File: src/rtl/io16_pkg.sv
// +------------------------------------------------------------------+
// | io16_pkg : shared constants and types for the io16 I/O expander   |
// | Revision : 1.0                                                    |
// +------------------------------------------------------------------+
`default_nettype none

package io16_pkg;

  localparam int CNT_W       = 4;
  localparam int SYNC_STAGES = 2;
  localparam int ARM_CYCLES  = 2;

  // Bit positions within the synchronized input vector (s1 is bit 0)
  localparam int N_IN        = 18;
  localparam int IDX_S9      = 8;
  localparam int IDX_S10     = 9;
  localparam int IDX_S11     = 10;
  localparam int IDX_S12     = 11;
  localparam int IDX_S13     = 12;
  localparam int IDX_S14     = 13;
  localparam int IDX_S15     = 14;
  localparam int IDX_S16     = 15;
  localparam int IDX_CLK_1M  = 16;
  localparam int IDX_CLK_1HZ = 17;

  typedef enum logic [2:0] {
    CLR  = 3'd0,
    HOLD = 3'd1,
    INC  = 3'd2,
    DEC  = 3'd3,
    AUTO = 3'd4,
    NONE = 3'd5
  } cnt_op_e;

  function automatic logic [CNT_W-1:0] cnt_step(input logic [CNT_W-1:0] v,
                                                input logic             down);
    return down ? v - CNT_W'(1) : v + CNT_W'(1);
  endfunction

endpackage

`default_nettype wire

File: src/rtl/io16_sync_edge.sv
// +------------------------------------------------------------------+
// | io16_sync_edge : vector 2-FF synchronizer with armed rise detect  |
// | Revision : 1.0                                                    |
// +------------------------------------------------------------------+
`default_nettype none

module io16_sync_edge
  import io16_pkg::*;
#(
  parameter int WIDTH = N_IN
) (
  input  logic             clk,
  input  logic             reset,
  input  logic             arm,
  input  logic [WIDTH-1:0] async_i,
  output logic [WIDTH-1:0] sync_o,
  output logic [WIDTH-1:0] rise_o
);

  logic [WIDTH-1:0] stage_q [SYNC_STAGES];
  logic [WIDTH-1:0] stage_d [SYNC_STAGES];
  logic [WIDTH-1:0] dly_q;
  logic [WIDTH-1:0] dly_d;

  // While unarmed the delay stage is primed with the value the sync stage
  // is about to take, so a level present through reset never looks like an edge.
  always_comb begin
    stage_d[0] = async_i;
    for (int i = 1; i < SYNC_STAGES; i++) begin
      stage_d[i] = stage_q[i-1];
    end
    dly_d = arm ? stage_q[SYNC_STAGES-1] : stage_q[SYNC_STAGES-2];
  end

  always_ff @(posedge clk) begin
    if (reset) begin
      for (int i = 0; i < SYNC_STAGES; i++) begin
        stage_q[i] <= '0;
      end
      dly_q <= '0;
    end else begin
      for (int i = 0; i < SYNC_STAGES; i++) begin
        stage_q[i] <= stage_d[i];
      end
      dly_q <= dly_d;
    end
  end

  assign sync_o = stage_q[SYNC_STAGES-1];
  assign rise_o = arm ? (sync_o & ~dly_q) : '0;

endmodule

`default_nettype wire

File: src/rtl/io16_verilog.sv
// +------------------------------------------------------------------+
// | io16_verilog : 16-switch / 16-LED expander, counter and mirrors   |
// | Revision : 1.0                                                    |
// +------------------------------------------------------------------+
`default_nettype none

module io16_verilog
  import io16_pkg::*;
(
  input  logic clk,
  input  logic reset,
  input  logic clk_1MHz,
  input  logic clk_1Hz,
  input  logic s1,
  input  logic s2,
  input  logic s3,
  input  logic s4,
  input  logic s5,
  input  logic s6,
  input  logic s7,
  input  logic s8,
  input  logic s9,
  input  logic s10,
  input  logic s11,
  input  logic s12,
  input  logic s13,
  input  logic s14,
  input  logic s15,
  input  logic s16,
  output logic led1,
  output logic led2,
  output logic led3,
  output logic led4,
  output logic led5,
  output logic led6,
  output logic led7,
  output logic led8,
  output logic led9,
  output logic led10,
  output logic led11,
  output logic led12,
  output logic led13,
  output logic led14,
  output logic led15,
  output logic led16
);

  localparam int ARM_W = $clog2(ARM_CYCLES + 1);

  logic [N_IN-1:0]  async_in;
  logic [N_IN-1:0]  sync_v;
  logic [N_IN-1:0]  rise_v;
  logic [ARM_W-1:0] arm_cnt_q;
  logic [ARM_W-1:0] arm_cnt_d;
  logic             arm;
  logic [CNT_W-1:0] cnt_q;
  logic [CNT_W-1:0] cnt_d;
  logic [7:0]       led_lo_q;
  logic [7:0]       led_lo_d;
  cnt_op_e          cnt_op;
  logic             unused_bits;

  assign async_in = {clk_1Hz, clk_1MHz, s16, s15, s14, s13, s12, s11, s10, s9,
                     s8, s7, s6, s5, s4, s3, s2, s1};

  io16_sync_edge #(
    .WIDTH (N_IN)
  ) u_sync_edge (
    .clk     (clk),
    .reset   (reset),
    .arm     (arm),
    .async_i (async_in),
    .sync_o  (sync_v),
    .rise_o  (rise_v)
  );

  assign arm = (arm_cnt_q == ARM_W'(ARM_CYCLES));

  always_comb begin
    arm_cnt_d = arm ? arm_cnt_q : arm_cnt_q + ARM_W'(1);
  end

  always_comb begin
    cnt_op = NONE;
    if (rise_v[IDX_S11]) begin
      cnt_op = CLR;
    end else if (sync_v[IDX_S13]) begin
      cnt_op = HOLD;
    end else if (rise_v[IDX_S9] && rise_v[IDX_S10]) begin
      cnt_op = NONE;
    end else if (rise_v[IDX_S9]) begin
      cnt_op = INC;
    end else if (rise_v[IDX_S10]) begin
      cnt_op = DEC;
    end else if (sync_v[IDX_S12] && rise_v[IDX_CLK_1HZ]) begin
      cnt_op = AUTO;
    end
  end

  always_comb begin
    cnt_d = cnt_q;
    case (cnt_op)
      CLR:     cnt_d = '0;
      INC:     cnt_d = cnt_step(cnt_q, 1'b0);
      DEC:     cnt_d = cnt_step(cnt_q, 1'b1);
      AUTO:    cnt_d = cnt_step(cnt_q, sync_v[IDX_S14]);
      default: cnt_d = cnt_q;
    endcase
  end

  always_comb begin
    led_lo_d = rise_v[IDX_CLK_1M] ? sync_v[7:0] : led_lo_q;
  end

  always_ff @(posedge clk) begin
    if (reset) begin
      arm_cnt_q <= '0;
      cnt_q     <= '0;
      led_lo_q  <= '0;
    end else begin
      arm_cnt_q <= arm_cnt_d;
      cnt_q     <= cnt_d;
      led_lo_q  <= led_lo_d;
    end
  end

  // Edge/level bits this block has no use for
  assign unused_bits = ^{rise_v[7:0], rise_v[IDX_S16:IDX_S12],
                         sync_v[IDX_S11:IDX_S9], sync_v[IDX_CLK_1M]};

  assign {led8, led7, led6, led5, led4, led3, led2, led1} = led_lo_q;
  assign {led12, led11, led10, led9} = cnt_q;
  assign led13 = (cnt_q == '0);
  assign led14 = sync_v[IDX_CLK_1HZ];
  assign led15 = sync_v[IDX_S15];
  assign led16 = sync_v[IDX_S16];

endmodule

`default_nettype wire

File: config.mk
export PLATFORM = sky130hd
export DESIGN_NAME = io16_verilog
export DESIGN_NICKNAME = d
export VERILOG_FILES = /design/src/rtl/io16_pkg.sv /design/src/rtl/io16_sync_edge.sv /design/src/rtl/io16_verilog.sv
export SDC_FILE = /design/constraint.sdc
export NUM_CORES = 1
export LEC_CHECK = 0
export BUFFER_PORTS_ARGS = -buffer_cell sky130_fd_sc_hd__buf_2
export CORE_MARGIN = 8
export CORE_UTILIZATION = 40
export DETAILED_ROUTE_END_ITERATION = 10
export SYNTH_ARGS = -nofsm -noshare
export SYNTH_HDL_FRONTEND = slang
export SYNTH_SLANG_ARGS = --single-unit
export TNS_END_PERCENT = 5
File: constraint.sdc
create_clock -name clk -period 1.45 [get_ports clk]
set_input_delay 0.0725 -clock clk [delete_from_list [all_inputs] [get_ports clk]]
set_output_delay 0.0725 -clock clk [all_outputs]
set_load 0.05 [all_outputs]
==> impl_results.md, run 1 <==
- Setup crit end kind: register
- Status: finished, final reports clean
- Worst slew pin tran: ~0.48 ns
- Antenna Nets Post-Route: 0
- Layout fillers: 438
- Die area: about 7500 um2
- Post-layout min period: 1.398 ns
- Core Util, Final: 55.53%
- CORE AREA: ~4800 um2
- Crit-path leading delay family: simple AND/OR/NAND/NOR gates
- Avg Synthesized Cell Area: a little over 10 um2
- Largest stage delay, worst path: between 0.3 and 0.4 ns
- Max-cap violations: 0
- Via density: approximately 4.4
- Post-Synthesis Cells: around 190
- Clock latency on the worst-skew pair: 0.30 ns
- Final Wtd Congestion: 0.8264
- Fin. Hold Viols: 0
- Largest net degree at the start of global routing: 52
- Syn Nets: roughly 220
- Maximum VDD drop: 0.7778 mV
- Cell taking the most area after synthesis: dfxtp_1
- Antenna cells: 0
- Layout Nets: between 200 and 300
- Clock transition at the registers of the reported paths: approximately 0.09 ns
- Clk root buf: clkbuf_8
- Initial DRT Pass Iterations: 4
- Fmax: between 700 and 800 MHz
- CP max-delay cell: or3_4
- RSZ-0062 raised after global routing: yes
- First-pass GRT wire length: approximately 6100 um
- Pwr/cell area: about 1200 nW/um2
- EDFF count, synth: 0
- Reg area: 1111 um2
- Clk buf depth: 2
- GRT overflow: 0
- Rows: 25
- Cell Area, Synth: approximately 2000 um2
- Share of the synthesized area in the top cell type: approximately 56%
- Arrival time worst endpoint: ~1.6 ns
- Slew Limit Fails: 0
- Critical-path maximum fanout: 3
- Period utilisation layout: ~96%
- Hpwl dp: ~2400 um
- CTS tree: yes
- Flop2flop setup slack: between 0.05 and 0.06 ns
- Slew margin rel.: 67.74%
- # H-tree levels: 2
- Final design area excluding fillers: ~2600 um2
- Commonest non-fill, non-tap cells in the layout: dfxtp_1 (51), nor2b_1 (37), buf_2 (34)
- IO buf count: 35
- Crit Path Class: reg2reg
- Critical path startpoint category: register
- Die span in x: roughly 86 um
- Placed cell areas: 2255 um2
- # DRC: 0
- Clock Sink Count: 55
- Share of cells above drive strength 1: between 20 and 30%
- Leak pwr: between 0.001 and 0.0015 uW
- Number of global-route vias before repair: 1371
- Commonest non-fill, non-tap cell in the layout: dfxtp_1
- Yosys Warn Count: 0
- Initial antenna violation count: 0
- Hold Crit Class: in2reg
- Drt wl/cell: about 11 um
- Area of the multi-input gates: roughly 900 um2
- Worst EP required: about 1.7 ns
- Sequential-to-total area share from yosys stat: a little under three fifths
- Routed vias: between 1000 and 1500
- I/O pins: 36
- FFs w/ async S/R, synth: 0%
- #FFs+latches synth: 55
- Area Growth Syn to Fin: 33.21%
- Critical path, cell by cell: ha_4 > nand2b_4 > or3_4 > nor3b_2 > o21ai_1 > o211ai_1
- Drt total wl: 3600 um
- Main synth FF type: dfxtp_1
- Iter 0 DRT Violations: 49
- Buf/Inv on CP: 0
- CTS buffer count: 5
- Initial Util: 41.68%
- GR Util All Layers: between 10% and 20%
- Hold_ws: 0.1194 ns
- Die Ht: between 80 and 90 um
- Synth area leaders: dfxtp_1 (56%), nor2b_1 (12%), mux2i_1 (6.1%)
- Worst Clk Skew: about 0.01 ns
- Setup-failing EPs final: 0
- Post-synthesis cell type count: 33
## cells in the mapped netlist (all sizes together), types with 2 or more instances
master and count:
a31oi 3, mux2i 12, nor2b 38, buf 5
nand2b 4, and2b 2, ha 3, nor2 19
nand3b 2, o21ai 4, a21oi 3, nand2 6
a32oi 2, clkbuf 5, o211ai 3, nand3 8
nor3b 2, dfxtp 55, xnor2 2, inv 5
nor3 2
## repair_timing
item                                    in CTS  in global routing
pin swaps                                    0                  3
buffers inserted                             3                  0
gates resized for setup                      6                 18
endpoints found under the setup margin       2                 13
endpoints found under the hold margin       18                  0
hold buffers                                18                  0
gates cloned                                 0                  0
## through the flow
stage                     setup TNS, ns  setup WS, ns  cells  total power [uW]
after global routing           -0.05467      -0.04009    321              3332
after global placement                0       0.06371    292              2177
after CTS                     -0.006067     -0.006067    321              3116
after floorplan                 -0.1124      -0.08574    194              2051
final                                 0       0.05154    321              3158
after detailed placement              0       0.01345    292              2183
## worst paths after layout
check / from / end / cells after the start
worst max-delay path: arm_cnt_q[1] / cnt_q[2] / 6
worst max register to register: arm_cnt_q[1] / cnt_q[2] / 6
worst min register to register: u_sync_edge.stage_q[0][11] / u_sync_edge.stage_q[0][29] / 1
worst min-delay path: reset / cnt_q[0] / 3
## registers in the layout (all words and copies together), names as in the netlist
name	flops
u_sync_edge.stage_q	36
arm_cnt_q	2
cnt_q	4
u_sync_edge.dly_q	5
led_lo_q	8
## worst reg2reg max path: cells and delay by family (launching register included)
kind	cells	cell delay, ns
flops	1	0.38
compound gates	2	0.18
simple gates	3	0.61
fa+ha+maj	1	0.16
## layer usage
metal / vias up / track usage [%] / wire length [um]
li1: 758 / - / -
met1: 621 / 12.21 / 1717
met2: 34 / 15.56 / 1594
met3: 5 / 4.253 / 238
met4: 0 / 3.756 / 50
met5: - / 0 / 0
## layout make-up
type | count | share of cell area (%)
tap | 67 | 3.175
clock buffer | 6 | 3.128
inverter | 5 | 0.8057
sequential | 55 | 42.09
clock inverter | 2 | 0.5213
multi-input combinational | 124 | 33.41
timing repair buffer | 62 | 16.87
## kinds of logic (layout without fill, tap and decap cells)
| kind of cell | after synthesis | after routing | synth area share (%) |
|---|---|---|---|
| and+or+nand+nor | 86 | 86 | 24.30 |
| adders and majority gates | 3 | 3 | 1.894 |
| muxes | 13 | 13 | 6.629 |
| xor gates and xnor gates | 3 | 3 | 1.326 |
| DFF | 55 | 55 | 55.56 |
| AOI/OAI and AO/OA | 19 | 19 | 6.692 |
| buffers and inverters | 15 | 75 | 3.599 |
## power breakdown
part | switching, uW | internal (uW) | total [uW]
Clock | 485 | 391 | 876
Combinational | 304 | 315 | 619
Sequential | 55.2 | 1610 | 1660
(Power assumes the default switching activity.)
==> run 2, diff against run 1 <==
Settings changed: CORE_MARGIN 8 to 5, CORE_UTILIZATION 40 to 48, MAX_ROUTING_LAYER set to met4, PLACE_DENSITY set to 0.73.
==> run 2 against run 1 <==
Compared with the run above: clock skew decreased by 0.0070 ns; clock power decreased by 3.5%; non-clock buffer count increased by 1; worst setup slack improved by 0.0062 ns; combinational power increased by 3%; sequential share of layout area decreased by 0.25 points; first-iteration DRC count increased by 37%; worst hold slack got worse by 0.11 ns; largest cell class unchanged; largest power group unchanged.
==> impl_results.md, run 2 (synthesis results as in run 1) <==
- CTS buffer count: 5
- Area Growth Syn to Fin: 34.15%
- Commonest non-fill, non-tap cell in the layout: dfxtp_1
- WHS Path Cells: 2
- First-pass GRT wire length: about 5800 um
- Drt total wl: 3487 um
- Clk pwr share: 26.8%
- Worst EP required: 1.68 ns
- CTS tree: yes
- Initial Util: 49.55%
- Via density: about 4.7
- Setup crit end kind: register
- Switching Power: approximately 820 uW
- Drt wl/cell: approximately 11 um
- CP max-delay cell: or3_4
- Final Wtd Congestion: about 0.83
- Sw frac: 26.18%
- Maximum VDD drop: around 0.84 mV
- RSZ-0062 raised after global routing: yes
- # DRC: 0
- Slew margin rel.: between 70% and 80%
- CORE AREA: around 4000 um2
- GR Util All Layers: 14.21%
- Critical path startpoint category: register
- Final design area excluding fillers: roughly 2700 um2
- Hpwl dp: 2314 um
- Gate power share: 20.2%
- Rows: 23
- Max reg flops: 36
- Slew Limit Fails: 0
- Worst slew pin tran: 0.4404 ns
- Initial DRT Pass Iterations: 4
- Total power: 3150 uW
- Layout fillers: between 200 and 300
- Share of cells above drive strength 1: between 20% and 30%
- Placed cell areas: between 2000 and 2500 um2
- Biggest register: u_sync_edge.stage_q
- Clock transition at the registers of the reported paths: around 0.090 ns
- Flop2flop setup slack: ~0.058 ns
- Number of global-route vias before repair: between 1000 and 1500
- Critical-path maximum fanout: 3
- Clk root buf: clkbuf_8
- Post-layout min period: around 1.4 ns
- Die span in x: between 70 and 80 um
- FF-to-FF path depth: 7
- Clk buf depth: 2
- Clock Sink Count: 55
- Die Ht: between 70 and 80 um
- # H-tree levels: 2
- GRT overflow: 0
- Period utilisation layout: 96.02%
- Largest stage delay, worst path: about 0.4 ns
- Fin. Hold Viols: 0
- Antenna Nets Post-Route: 0
- Post-Place Cells: 275
- Biggest regs: u_sync_edge.stage_q: 36 flops, led_lo_q: 8 flops, u_sync_edge.dly_q: 5 flops
- Seq pwr share: about 53%
- Fin cells: approximately 300
- Layout Nets: 277
- Core Util, Final: 66.47%
- Antenna cells: 0
- Hold_ws: around 0.014 ns
- Status: finished, final reports clean
- Arrival time worst endpoint: approximately 1.6 ns
- Die area: 5514 um2
- IO buf count: 35
- Pint: 2325 uW
- Crit Path Class: reg2reg
- Worst Clk Skew: approximately 0.0031 ns
- Hold Crit Class: in2reg
- Routed vias: between 1000 and 1500
- Setup-failing EPs final: 0
- Initial antenna violation count: 0
- Max-cap violations: 0
- Iter 0 DRT Violations: 67
- Largest net degree at the start of global routing: 50
- Pwr/cell area: approximately 1200 nW/um2
- Fmax: a little over 700 MHz
- I/O pins: 36
- Commonest non-fill, non-tap cells in the layout: dfxtp_1 (50), nor2b_1 (37), buf_2 (34)
- Clock latency on the worst-skew pair: around 0.30 ns
- Leak pwr: 0.001161 uW
- Critical path, cell by cell: inv_2 > ha_4 > nand2b_4 > or3_4 > nor3b_2 > o21ai_1 > o211ai_1
-- run 2: cell type report --
type                    instances  area [um2]  area share, %
clock buffers                   6       82.58          3.106
inverters                       5       23.77         0.8941
clock inverters                 1       8.758         0.3294
flip-flops and latches         55        1112          41.84
well taps                      50       62.56          2.353
repair buffers                 63       464.2          17.46
multi-input cells             124       904.6          34.02
-- run 2: path summary, 6_finish.rpt --
path | start | to
setup reg to reg | arm_cnt_q[0] | cnt_q[2]
hold / removal | reset | u_sync_edge.stage_q[0][26]
hold reg to reg | u_sync_edge.stage_q[0][1] | u_sync_edge.stage_q[0][19]
setup / recovery | arm_cnt_q[0] | cnt_q[2]
-- run 2: per-stage QoR --
| stage | setup WS [ns] | setup TNS [ns] |
|---|---|---|
| final | 0.05773 | 0 |
| after global routing | -0.003020 | -0.003652 |
| after CTS | -0.003002 | -0.004668 |
| after detailed placement | -0.03790 | -0.03790 |
| after global placement | 0.05228 | 0 |
| after floorplan | -0.08574 | -0.1124 |
-- run 2: worst max-delay path, delay by kind of cell (launching register included) --
| kind | cells | cell delay [ns] |
|---|---|---|
| AO/OA/AOI/OAI | 2 | 0.16 |
| adder cells (fa/ha/maj) | 1 | 0.14 |
| buffers and inverters | 1 | 0.06 |
| flip-flops | 1 | 0.34 |
| AND/OR/NAND/NOR | 3 | 0.61 |
-- run 2: power by group through the flow --
stage               clock, uW  sequential (uW)  combinational, uW
detailed placement          0             1690                491
floorplan                   0             1710                340
global placement            0             1680                482
CTS                       879             1650                559
global route              941             1680                699
finish                    845             1670                636
-- run 2: per-layer routing --
metal	routed length [um]	part of all wire (%)	vias to the layer above	global-route usage [%]
li1	-	-	759	-
met1	1458	42	636	16.01
met2	1722	49	40	22.44
met3	232	6.7	8	5.135
met4	74	2.1	0	6.719
met5	0	0	-	-
-- run 2: repair_timing --
| item | in CTS | in global routing |
|---|---|---|
| gates resized for setup | 9 | 24 |
| endpoints found under the setup margin | 3 | 12 |
| pin swaps | 1 | 9 |
| endpoints found under the hold margin | 18 | 0 |
| cloned | 0 | 0 |
| buffers inserted | 3 | 1 |
| hold buffers | 18 | 0 |
==> run 3, diff against run 2 <==
Settings changed: CORE_UTILIZATION 48 to 51, GPL_ROUTABILITY_DRIVEN set to 0, PLACE_DENSITY 0.73 to 0.75, SYNTH_HIERARCHICAL set to 1.
==> run 3 against run 2 <==
Compared with the run above: the run now ends with setup timing left; synthesized cell count fell by 5.2%; combinational power increased by 5.8%; worst hold slack worse by 0.0059 ns; sequential cell count unchanged; die area down 6.6%; total power increased by 0.31%; critical path type unchanged; sequential share of layout area up 1.4 points; global-route usage rose by 1.0 points; critical endpoint unchanged; critical path depth stayed put.
==> impl_results.md, run 3 <==
- Status: finished, violations left
- Failing checks: setup timing
- CP max-delay cell: or3b_1
- Hold Crit Class: in2reg
- First-pass GRT wire length: between 5000 and 6000 um
- Cell Area, Synth: 1946 um2
- Worst EP required: 1.67 ns
- # H-tree levels: 2
- Seq pwr share: a little over half
- Antenna cells: 0
- CORE AREA: approximately 3700 um2
- Clock latency on the worst-skew pair: approximately 0.29 ns
- Buf/Inv on CP: 1
- Clock transition at the registers of the reported paths: 0.09 ns
- Gate power share: 21.3%
- Slew margin rel.: 71.76%
- Worst Clk Skew: approximately 0.0072 ns
- Total power: ~3200 uW
- Post-layout min period: approximately 1.6 ns
- Core Util, Final: between 60% and 70%
- Crit Path Class: reg2reg
- Most Crowded Layer GR: met2
- Setup crit end kind: register
- Max reg flops: 36
- Setup-failing EPs final: 4
- Clk pwr share: 25.4%
- Fin cells: between 200 and 300
- Routed vias: roughly 1400
- Commonest non-fill, non-tap cell in the layout: dfxtp_1
- Flop2flop setup slack: -0.14 ns
- GRT overflow: 0
- Pint: approximately 2300 uW
- Initial antenna violation count: 0
- Initial Util: 52.75%
- CTS buffer count: 5
- Max-cap violations: 0
- Share of cells above drive strength 1: 30.65%
- Period utilisation layout: 109.9%
- Avg Synthesized Cell Area: approximately 11 um2
- Switching Power: between 800 and 900 uW
- Die Ht: just over 70 um
- Worst slew pin tran: 0.4236 ns
- Die area: around 5200 um2
- Rows: 22
- Area Growth Syn to Fin: 31.38%
- CTS tree: yes
- Arrival time worst endpoint: about 1.8 ns
- Biggest regs: u_sync_edge/stage_q: 36 flops, led_lo_q: 8 flops, u_sync_edge/dly_q: 5 flops
- Syn Nets: 207
- Post-Synthesis Cells: about 180
- Crit-path leading delay family: simple AND/OR/NAND/NOR gates
- Number of global-route vias before repair: 1333
- Drt total wl: ~3400 um
- Antenna Nets Post-Route: 0
- Layout fillers: 271
- Slew Limit Fails: 0
- Drt wl/cell: between 10 and 15 um
- Post-route setup slack: -0.1431 ns
- Clk buf depth: 2
- Maximum VDD drop: about 1.1 mV
- Hpwl dp: approximately 2300 um
- Sw frac: between 20% and 30%
- Die span in x: around 70 um
- Critical path startpoint category: register
- Met1 Use GR: between 10% and 20%
- Largest net degree at the start of global routing: 35
- Area of the multi-input gates: around 800 um2
- GR Util All Layers: between 15 and 20%
- GRT met2 Usage: between 20% and 30%
- Total Neg Setup Slack: -0.4752 ns
- # DRC: 0
- Reg area: around 1100 um2
- Post-Place Cells: ~270
- Hold_ws: slightly above 0.008 ns
- Initial DRT Pass Iterations: 4
- IO buf count: 35
- RSZ-0062 raised after global routing: yes
- Fmax: ~630 MHz
- Via density: about 4.6
- Critical path, cell by cell: inv_2 > ha_4 > and3b_2 > or3b_1 > o311ai_2 > o211ai_1 > a31oi_1
- Pwr/cell area: 1236 nW/um2
- Leak pwr: about 0.0011 uW
- Commonest non-fill, non-tap cells in the layout: dfxtp_1 (51), nor2b_1 (36), buf_2 (34)
- I/O pins: 36
- Met3 Usage GRT: between 3 and 4%
- Largest stage delay, worst path: around 0.39 ns
- Fin. Hold Viols: 0
- Iter 0 DRT Violations: 34
- Clk root buf: clkbuf_8
- Layout Nets: 270
- Clock Sink Count: 55
- Biggest register: u_sync_edge/stage_q
- Critical-path maximum fanout: 7
- Yosys Warn Count: 6
run 3: area by class of cell:
cell class | instances | share of cell area (%)
clock buffer | 6 | 2.839
clock inverter | 2 | 0.6363
inverter | 4 | 0.5874
multi-input combinational | 113 | 31.18
sequential | 55 | 43.27
tap | 48 | 2.349
timing repair buffer | 68 | 19.14
run 3: final timing paths:
check / start / to / cells after the start
max: arm_cnt_q[0] / cnt_q[2] / 7
min: s16 / u_sync_edge/stage_q[0][15] / 2
max reg2reg: arm_cnt_q[0] / cnt_q[2] / 7
min reg2reg: u_sync_edge/stage_q[0][13] / u_sync_edge/stage_q[0][31] / 1
run 3: per-layer routing:
| layer | wire length (um) | part of all wire (%) |
|---|---|---|
| met2 | 1831 | 53 |
| met1 | 1466 | 43 |
| met3 | 130 | 3.8 |
| met4 | 0 | 0 |
| met5 | 0 | 0 |
run 3: power groups by stage:
stage	Clock, uW	Sequential [uW]	Combinational (uW)
final	803	1680	673
after global routing	891	1700	738
after CTS	828	1680	674
after detailed placement	0	1720	613
after global placement	0	1710	585
after floorplan	0	1760	461
run 3: metrics by stage:
stage	worst slack, ns	cell area (um2)
CTS	-0.1364	2540
finish	-0.1431	2556
global route	-0.2295	2556
floorplan	-0.2671	1976
global placement	-0.1046	2251
detailed placement	-0.1956	2251
run 3: repair_timing:
| item | 4_1_cts | 5_1_grt |
|---|---|---|
| pin swaps | 2 | 4 |
| endpoints found under the setup margin | 5 | 13 |
| hold endpoints to repair | 16 | 0 |
| hold buffers | 16 | 0 |
| buffers inserted | 1 | 0 |
| gates resized for setup | 7 | 4 |
